==> src/rtl/sd_cmd_pts.sv <==
// SD CMD-line parallel-to-serial framer: start, transmit, 38-bit payload, CRC7, end bit.
// Define SD_CMD_PTS_CRC_GEN_EN to build the internal CRC7 generator; otherwise CRC comes in on iCrc7.
module sd_cmd_pts (
  input  logic        iClock_SD,
  input  logic        iReset,
  input  logic        iEnable,
  input  logic        iLoad_send,
  input  logic [37:0] iCommand,
`ifndef SD_CMD_PTS_CRC_GEN_EN
  input  logic [6:0]  iCrc7,
`endif
  output logic        oCmd_out,
  output logic        oCmd_oe,
  output logic        oTransmission_complete
);

  typedef enum logic [2:0] {
    StIdle    = 3'd0,
    StStart   = 3'd1,
    StTxbit   = 3'd2,
    StPayload = 3'd3,
    StCrc     = 3'd4,
    StEnd     = 3'd5,
    StDone    = 3'd6
  } state_e;

  state_e      state_q, state_d;
  logic [5:0]  cnt_q, cnt_d;
  logic [37:0] shreg_q, shreg_d;
  logic [6:0]  crc_q, crc_d;
  logic        load_prev_q, load_prev_d;
  logic        load_rise;
  logic        busy;

`ifdef SD_CMD_PTS_CRC_GEN_EN
  // Serial CRC7, polynomial x^7 + x^3 + 1.
  function automatic logic [6:0] crc7_step(input logic [6:0] crc, input logic bit_in);
    logic fb;
    fb = bit_in ^ crc[6];
    return {crc[5:3], crc[2] ^ fb, crc[1:0], fb};
  endfunction
`endif

  assign load_rise = iLoad_send & ~load_prev_q;

  always_comb begin
    state_d                = state_q;
    cnt_d                  = cnt_q;
    shreg_d                = shreg_q;
    crc_d                  = crc_q;
    // Outside IDLE the edge detector is held armed-high, so a new frame needs a low seen in IDLE.
    load_prev_d            = 1'b1;
    busy                   = 1'b0;
    oCmd_out               = 1'b1;
    oCmd_oe                = 1'b0;
    oTransmission_complete = 1'b0;

    case (state_q)
      StIdle: begin
        load_prev_d = iLoad_send;
        cnt_d       = 6'd0;
        if (load_rise && iEnable) begin
          state_d = StStart;
          shreg_d = iCommand;
`ifdef SD_CMD_PTS_CRC_GEN_EN
          crc_d   = 7'd0;
`else
          crc_d   = iCrc7;
`endif
        end
      end
      StStart: begin
        busy     = 1'b1;
        oCmd_oe  = 1'b1;
        oCmd_out = 1'b0;
`ifdef SD_CMD_PTS_CRC_GEN_EN
        crc_d    = crc7_step(crc_q, 1'b0);
`endif
        state_d  = StTxbit;
      end
      StTxbit: begin
        busy     = 1'b1;
        oCmd_oe  = 1'b1;
        oCmd_out = 1'b1;
`ifdef SD_CMD_PTS_CRC_GEN_EN
        crc_d    = crc7_step(crc_q, 1'b1);
`endif
        cnt_d    = 6'd0;
        state_d  = StPayload;
      end
      StPayload: begin
        busy     = 1'b1;
        oCmd_oe  = 1'b1;
        oCmd_out = shreg_q[37];
        shreg_d  = {shreg_q[36:0], 1'b0};
`ifdef SD_CMD_PTS_CRC_GEN_EN
        crc_d    = crc7_step(crc_q, shreg_q[37]);
`endif
        if (cnt_q == 6'd37) begin
          cnt_d   = 6'd0;
          state_d = StCrc;
        end else begin
          cnt_d = cnt_q + 6'd1;
        end
      end
      StCrc: begin
        busy     = 1'b1;
        oCmd_oe  = 1'b1;
        oCmd_out = crc_q[6];
        crc_d    = {crc_q[5:0], 1'b0};
        if (cnt_q == 6'd6) begin
          cnt_d   = 6'd0;
          state_d = StEnd;
        end else begin
          cnt_d = cnt_q + 6'd1;
        end
      end
      StEnd: begin
        busy     = 1'b1;
        oCmd_oe  = 1'b1;
        oCmd_out = 1'b1;
        state_d  = StDone;
      end
      StDone: begin
        oTransmission_complete = 1'b1;
        state_d                = StIdle;
      end
      default: begin
        state_d = StIdle;
        cnt_d   = 6'd0;
      end
    endcase

    // Losing enable mid-frame drops the frame without a completion pulse.
    if (busy && !iEnable) begin
      state_d = StIdle;
      cnt_d   = 6'd0;
    end
  end

  always_ff @(posedge iClock_SD or negedge iReset) begin
    if (!iReset) begin
      state_q     <= StIdle;
      cnt_q       <= 6'd0;
      shreg_q     <= 38'd0;
      crc_q       <= 7'd0;
      load_prev_q <= 1'b1;
    end else begin
      state_q     <= state_d;
      cnt_q       <= cnt_d;
      shreg_q     <= shreg_d;
      crc_q       <= crc_d;
      load_prev_q <= load_prev_d;
    end
  end

endmodule

==> config.mk <==
export PLATFORM = sky130hd
export DESIGN_NAME = sd_cmd_pts
export DESIGN_NICKNAME = d
export VERILOG_FILES = /design/src/rtl/sd_cmd_pts.sv
export SDC_FILE = /design/constraint.sdc
export NUM_CORES = 1
export LEC_CHECK = 0
export ABC_AREA = 0
export CAP_MARGIN = 25
export CORE_MARGIN = 4
export CORE_UTILIZATION = 35
export CTS_BUF_LIST = sky130_fd_sc_hd__clkbuf_4
export DETAILED_ROUTE_END_ITERATION = 8
export GPL_TIMING_DRIVEN = 0
export PLACE_DENSITY = 0.54
export SETUP_SLACK_MARGIN = 0.4
export SYNTH_ARGS = -nofsm -noshare
export SYNTH_HDL_FRONTEND = slang
export SYNTH_SLANG_ARGS = --single-unit
==> constraint.sdc <==
create_clock -name iClock_SD -period 1.7 [get_ports iClock_SD]
set_input_delay 0.34 -clock iClock_SD [delete_from_list [all_inputs] [get_ports iClock_SD]]
set_output_delay 0.34 -clock iClock_SD [all_outputs]
set_load 0.01 [all_outputs]
Word level (Yosys, flattened, before mapping). Cells that the tools add are included. W data, S select, Z words.

Register bits after elaboration: 55. Bits of input ports: 49. Memory bits (read-only): 0. Memory bits (writable): 0. Memories kept: 0. Bits in latches: 0.

Bitwise operators: 2. Reduce and logical (&&, ||, !) cells: 11. Multiply operators: 0. Div/mod/pow operators: 0. Equality and inequality tests: 13. Multiplexer cells: 17. Shifts and indexed selects: 0. Add/sub/neg operators: 1. $lt $le $gt $ge: 0.

Operators by type and width (number): $pmux W38 S2 (1); $mux W38 (1); $mux W6 (3); $pmux W3 S6 (1); $pmux W6 S3 (1); $pmux W7 S2 (1); $mux W3 (4); $eq A3 B3 Y1 const B (3); $ne A3 B3 Y1 const B (3); $mux W7 (1); $add A6 B1 Y6 const B (1); $eq A3 B2 Y1 const B (2); $eq A6 B3 Y1 const B (1); $eq A6 B6 Y1 const B (1); $reduce_or A5 Y1 (1); $reduce_and A2 Y1 (2); $reduce_bool A2 Y1 (2); $eq A3 B1 Y1 const B (1); $logic_not A3 Y1 (1); $mux W1 (3); $pmux W1 S3 (1); $reduce_and A3 Y1 (1); $reduce_or A3 Y1 (1); $logic_and A1 B1 Y1 (2); 5 further kinds (5).

Depth between registers and ports, before layout. Gate-level depths: netlist (run 1).

Depth after elaboration: 6. Depth in mapped cells: 7.

Worst setup path before layout (run 1). OpenSTA, ideal clock, no wires.

Path kind: register -> register. From: register state_q[0]. To: register crc_q[6]. Cell stages (with the launch flop): 8. Arrival: 1.415 ns. Clock period less this slack: 1.553 ns. Data required time: 1.563 ns. Path slack: 0.147 ns. Library setup time: 0.137 ns. Cell sequence: dfrtp_1 > buf_6 > nor3_4 > and3_1 > buf_6 > buf_12 > mux2i_1 > a21oi_1.

Longest elaborated chain between the ends: 3. Elaborated cells on any way between the ends: 6. Classes of those cells: eq/ne: 2; mux: 1; reduce/logical: 3.

RTL lines: start, declared (line 27) `state_e state_q, state_d;`; start signal, assigned (line 143) `state_q <= StIdle;`; start signal, assigned (line 149) `state_q <= state_d;`; $eq A3 B3 Y1 or $logic_not A3 Y1 (tied branches) (line 58) `case (state_q)`; $reduce_bool A2 Y1 (no source line) or $ne A2 B2 Y1 (tied branches); $reduce_and A2 Y1 (no source line); end signal, assigned (line 152) `crc_q <= crc_d;`; end, declared (line 30) `logic [6:0] crc_q, crc_d;`.

Several ways; a longest one is shown, not always the timed one. A chain may end at the register's enable or synchronous reset.

Worst setup path in the final report (run 1).
From: register state_q[0]. To: output oCmd_out.

Longest elaborated chain between the ends: 2. Elaborated cells on any way between the ends: 4. Classes of those cells: eq/ne: 3; mux: 1.

RTL lines: $eq A3 B3 Y1, or another cell as far along (line 58); $pmux W1 S3 * (line 58); end, declared (line 12) `output logic oCmd_out,`.

Mark *: on every way between the ends. The rest lies on a longest branch, timed or not.

==> results of run 1 <==
state kept, by name (all words and copies together), names as in the netlist:
| register | count |
|---|---|
| cnt_q | 6 |
| load_prev_q | 1 |
| state_q | 3 |
| shreg_q | 38 |
| crc_q | 7 |
report_power, final:
group | internal [mW] | switching [mW]
Clock | 0.333 | 0.445
Combinational | 0.627 | 0.451
Sequential | 1.83 | 0.283
metrics by stage:
| step | TNS (ns) | total power, mW |
|---|---|---|
| CTS | -7.34 | 3.96 |
| floorplan | 0 | 2.72 |
| global route | -14.12 | 4.26 |
| detailed placement | -10.05 | 3.07 |
| finish | -8.93 | 3.97 |
| global placement | -95.31 | 3.02 |
layer usage:
metal	vias to the layer above	share of wire (%)
met2	44	48
met1	1085	47
met4	0	1.0
li1	1118	-
met3	7	3.7
met5	-	0
cell type report:
cell class / count / area, um^2 / share of cell area, %
tap: 102 / 128 / 3.13
buffer: 19 / 195 / 4.78
multi-input combinational: 196 / 1350 / 33.1
timing repair buffer: 82 / 933 / 22.9
inverter: 3 / 11.3 / 0.276
clock inverter: 2 / 38.8 / 0.950
sequential: 55 / 1380 / 33.8
clock buffer: 6 / 45.0 / 1.10
path summary, 6_finish.rpt:
| kind | from | to |
|---|---|---|
| min reg2reg | shreg_q[5] | shreg_q[6] |
| min in group asynchronous | iReset | shreg_q[30] |
| max | state_q[0] | oCmd_out |
| min | iEnable | state_q[0] |
| max in group asynchronous | iReset | cnt_q[1] |
| max reg2reg | state_q[2] | crc_q[3] |
Yosys cell counts (all sizes together), types with 3 or more instances:
master  count
clkbuf      5
a21oi      48
nand2      13
inv         3
mux2i      44
nor2b       4
nor2       48
and2        3
nor3        3
dfrtp      54
o21ai       7
buf        14
ha          3
critical path, stage by stage, from the launching register on:
cell     delay (ns)
dfrtp_1        0.44
or3b_1         0.40
buf_6          0.13
nor2_2         0.07
a31oi_1        0.06
buf_2          0.15
logic make-up after synthesis:
| kind of cell | count (synthesis) |
|---|---|
| and+or+nand+nor | 82 |
| DFF | 55 |
| AOI/OAI and AO/OA | 67 |
| adders and majority gates | 3 |
| muxes | 44 |
| buffers and inverters | 22 |
repair_timing:
action                                 4_1_cts  5_1_grt
resized for setup                           49       18
setup endpoints to repair                   57       58
pin swaps                                   14        8
endpoints found under the hold margin       17        0
cloned                                       5        0
buffers inserted                            21        4
hold buffers                                 1        0
==> results.cfg, run 1 <==
[critical_path]
startpoint_type = register
crit_required_ns = 1.36
rrSetupSlack_ns = -0.23
endpoint_kind = output port
arrival_ns = 1.62
path_max_fanout = 2
worst-setup-path-type = register to output port
rr_worst_depth = 10

[detailed_routing]
avgViaCountPerCell = 4.85
route.detailed.drc = 0
post_drt_wl_per_cell_um = 14.2
first_pass_iters = 4
routed-via-count = 2254
ant_nets = 0
wl_um = 6590
drtIter0Drc = 63

[status]
failed_checks = setup timing
status = finished with violations

[clock_tree]
cts_buffer_depth = 2
htree_levels = 2
cts_made_buffers = 5
cts_tree = built
insertion_delay_ns = 0.39
cts_sinks = 55
clkTransAtPathRegs_ns = 0.16
cts-root-buf = clkbuf_4

[layout]
area_growth_pct = 46.1
final_cell_mix = dfrtp_1, clkdlybuf4s50_1, a21oi_1, nor2_1, mux2i_1
drive_gt1_share_pct = 23.4
mostFrequentLayoutCell = dfrtp_1
postLayoutCellArea_mm2 = 0.00408
antenna_cells_inserted = 0
fin_nets = 414
final.fill_count = 711
stdcell_count = 465
utilization_pct = 52.8

[yosys]
synth_xor_area_share_pct = 0
synth_area_mm2 = 0.00279
synthCells = 273
synth_top_family_by_area = multiplexers
synth_compound_area_share_pct = 13.7
ys_warn_count = 0
synth_adder_area_share_pct = 1.34
yosys.area.top_type = dfrtp_1
synth_flop_cell = dfrtp_1
synth-edff-count = 0
yosys.area_share.simple_pct = 13.3
ys_top_cells_by_area = dfrtp_1, mux2i_1, a21oi_1, nor2_1, buf_12
synth.distinct_cells = 39
synth-async-reset-ratio_pct = 100
seq_area_frac_synth_pct = 49.3
syn-num-nets = 325
syn-mean-instance-area_um2 = 10.2
synth_seq_cells = 55
yosysTopAreaCellShare_pct = 48.4
synth_mux_area_share_pct = 15.8

[floorplan]
fp.coreArea_mm2 = 0.00773
dieArea_mm2 = 0.00948
start_util_pct = 36.2
ios = 52
fp.dieW_um = 97.3
die_y_um = 97.3
rows = 32

[hold_path]
hold_path_class = input port to register
holdPathStages = 2

[sta]
rsz0062_at_grt = yes
tightest_slew_ns = 0.550
clock.fmax_mhz = 511
hold_viol = 0
slew_viol_final = 0
fin_crit_sh_pct = 115
whs_ns = 0.304
slew_headroom_pct = 63.1
final.setup.worst_slack_ns = -0.259
clock_skew_ns = 0.0178
period_minus_slack_ns = 1.96
setup_viol = 54

[placement]
gp_congestion = 0.735
dp_slack_ns = -0.270
dp_cells = 426
dp_hpwl_um = 4260
post_dp_cell_area_mm2 = 0.00344
port_buffers = 50

[global_route]
met1_usage_pct = 19.3
antenna_found_initial = 0
grt_pass1_wl_um = 11200
met2_usage_pct = 23.4
use_met3_pct = 3.02
grt_busiest_layer = met2
overflow = 0
grt_pass1_vias = 2328
grtUsageTotal_pct = 14.3
grt_start_max_net_pins = 38

[flow_run]
cap_violations = 0

[power]
leakagePower_nw = 1.66
ir_worst_vdd_mv = 0.426
p_per_area_mw_per_mm2 = 972
Power figures use the tool's default switching activity.
==> inputs of run 2 (changes only) <==
CORE_UTILIZATION = 43   (was 35)
PLACE_DENSITY = 0.65   (was 0.54)
==> run 2 against run 1 <==
Net effect: the run still ends with setup timing left; count of clock-buffer cells in the layout did not move; clock power down 25%; sequential share of layout area is 0.13 points higher; register-to-register slack lost 0.07 ns; sequential cell count unchanged; hold slack improved by 0.00096 ns; die area is 17% lower; first-iteration DRC count is 56% higher; critical path depth increased by 5; critical endpoint is now shreg_q[15]; routed wire length about the same; sequential power hardly changed; core utilization up 12 points.
==> results.cfg, run 2 (synthesized netlist as in run 1, its figures left out) <==
[status]
status = finished with violations
failed_checks = setup timing

[sta]
hold_viol = 0
setup_viol = 48
rsz0062_at_grt = yes
clock.fmax_mhz = 499
fin_crit_sh_pct = 118
tns_ns = -9.25
tightest_slew_ns = 0.674
slew_headroom_pct = 55.1
period_minus_slack_ns = 2.00
slew_viol_final = 0
final.setup.worst_slack_ns = -0.304
clock_skew_ns = 0.0161

[hold_path]
holdPathStages = 3
hold_path_class = input port to register
hp-start = iEnable
hold_end = cnt_q[3]

[floorplan]
rows = 29
die_y_um = 88.6
start_util_pct = 44.3
fp.coreArea_mm2 = 0.00631
fp.dieW_um = 88.6
dieArea_mm2 = 0.00785
ios = 52

[critical_path]
critical_path.startpoint = state_q[2]
rrSetupSlack_ns = -0.30
worst-setup-path-type = register to register
rr_worst_depth = 10
endpoint_kind = register
rr_endpoint = shreg_q[15]
crit_required_ns = 1.94
arrival_ns = 2.25
path_max_fanout = 6
worstReg2RegStart = state_q[2]
startpoint_type = register

[clock_tree]
cts-root-buf = clkbuf_4
cts_sinks = 55
cts_tree = built
clkTransAtPathRegs_ns = 0.15
htree_levels = 2
cts_buffer_depth = 2
insertion_delay_ns = 0.38
cts_made_buffers = 5

[layout]
fin_nets = 414
final.fill_count = 509
largest_register = shreg_q
area_growth_pct = 45.4
mostFrequentLayoutCell = dfrtp_1
top_regs = shreg_q x38, crc_q x7, cnt_q x6
stdcell_count = 440
antenna_cells_inserted = 0
largest_reg_flops = 38
final_cell_mix = dfrtp_1, nor2_1, clkdlybuf4s50_1
postLayoutCellArea_mm2 = 0.00406
drive_gt1_share_pct = 23.4

[power]
swShare_pct = 30.6
p_clk_share_pct = 15.4
p_int_mw = 2.63
p_comb_share_pct = 28.7
switchingPower_mw = 1.16
seq_power_share_pct = 55.9
total_power_mw = 3.79
p_per_area_mw_per_mm2 = 934
leakagePower_nw = 1.65
ir_worst_vdd_mv = 0.582

[placement]
post_dp_cell_area_mm2 = 0.00341
port_buffers = 50
dp_cells = 401
gp_congestion = 0.832
dp_hpwl_um = 4060

[detailed_routing]
route.detailed.drc = 0
drtIter0Drc = 98
first_pass_iters = 4
ant_nets = 0
avgViaCountPerCell = 5.21
routed-via-count = 2291
post_drt_wl_per_cell_um = 15.0
wl_um = 6590

[global_route]
grt_pass1_vias = 2282
antenna_found_initial = 0
grt_start_max_net_pins = 30
grtUsageTotal_pct = 17.8
grt_pass1_wl_um = 10700
overflow = 0

[flow_run]
cap_violations = 0
==> run 2: changes by cell type in the layout (fill, tap and decap cells not counted), moves of 2 or more <==
cell,before,now
a21oi_1,45,43
a21oi_2,2,4
buf_12,10,12
buf_6,17,13
o221ai_1,2,0
o221ai_2,0,2
==> run 2: power groups by stage <==
stage	Sequential (mW)	Combinational (mW)	Clock, mW
3_3_place_gp	2.12	0.890	0
6_report	2.12	1.09	0.583
2_1_floorplan	2.07	0.656	0
3_5_place_dp	2.13	0.926	0
4_1_cts	2.10	1.04	0.606
5_1_grt	2.18	1.24	0.666
==> run 2: final cells by class <==
type                       instances  area (um^2)  area share, %
buffer                            19          183           4.50
clock buffer                       6         45.0           1.11
clock inverter                     2         12.5          0.308
inverter                           3         11.3          0.277
multi-input combinational        196         1380           34.0
sequential                        55         1380           33.9
tap                               77         96.3           2.37
timing repair buffer              82          956           23.5
==> run 2: worst max path at each step <==
stage                        endpoint  slack, ns  cells after the start
after detailed placement  shreg_q[17]      -0.28                      7
after global routing      shreg_q[15]      -0.37                     10
after CTS                    oCmd_out      -0.29                      6
after global placement    shreg_q[30]      -1.48                      1
final                     shreg_q[15]      -0.30                     10
after floorplan              crc_q[6]       0.17                      7
==> run 2: critical path, stage by stage (launching register included) <==
cell	delay, ns
dfrtp_1	0.42
buf_6	0.12
buf_6	0.12
buf_6	0.11
nor3_4	0.17
and3_4	0.23
buf_12	0.14
buf_12	0.11
buf_12	0.11
mux2i_1	0.22
a21oi_1	0.11
==> run 2: through the flow <==
stage	setup slack, ns	hold slack [ns]	util [%]
2_1_floorplan	0.171	0.0444	-
3_3_place_gp	-1.48	0.500	53.7
3_5_place_dp	-0.284	0.416	54.0
4_1_cts	-0.293	0.289	61.6
5_1_grt	-0.371	0.290	64.3
6_report	-0.304	0.305	64.3
==> run 2: timing repair <==
action / CTS / global route
hold buffers: 1 / 0
hold endpoints to repair: 28 / 0
cloned: 6 / 0
pin swaps: 12 / 19
endpoints found under the setup margin: 57 / 58
resized for setup: 38 / 28
setup buffers: 17 / 7
==> run 2: per-layer routing <==
layer	wire length [um]	up-vias	global-route usage [%]	share of wire, %
met4	125	0	6.18	1.9
met3	323	10	3.63	4.9
met1	2880	1114	22.8	44
li1	-	1128	-	-
met5	0	-	0	0
met2	3260	39	30.0	49
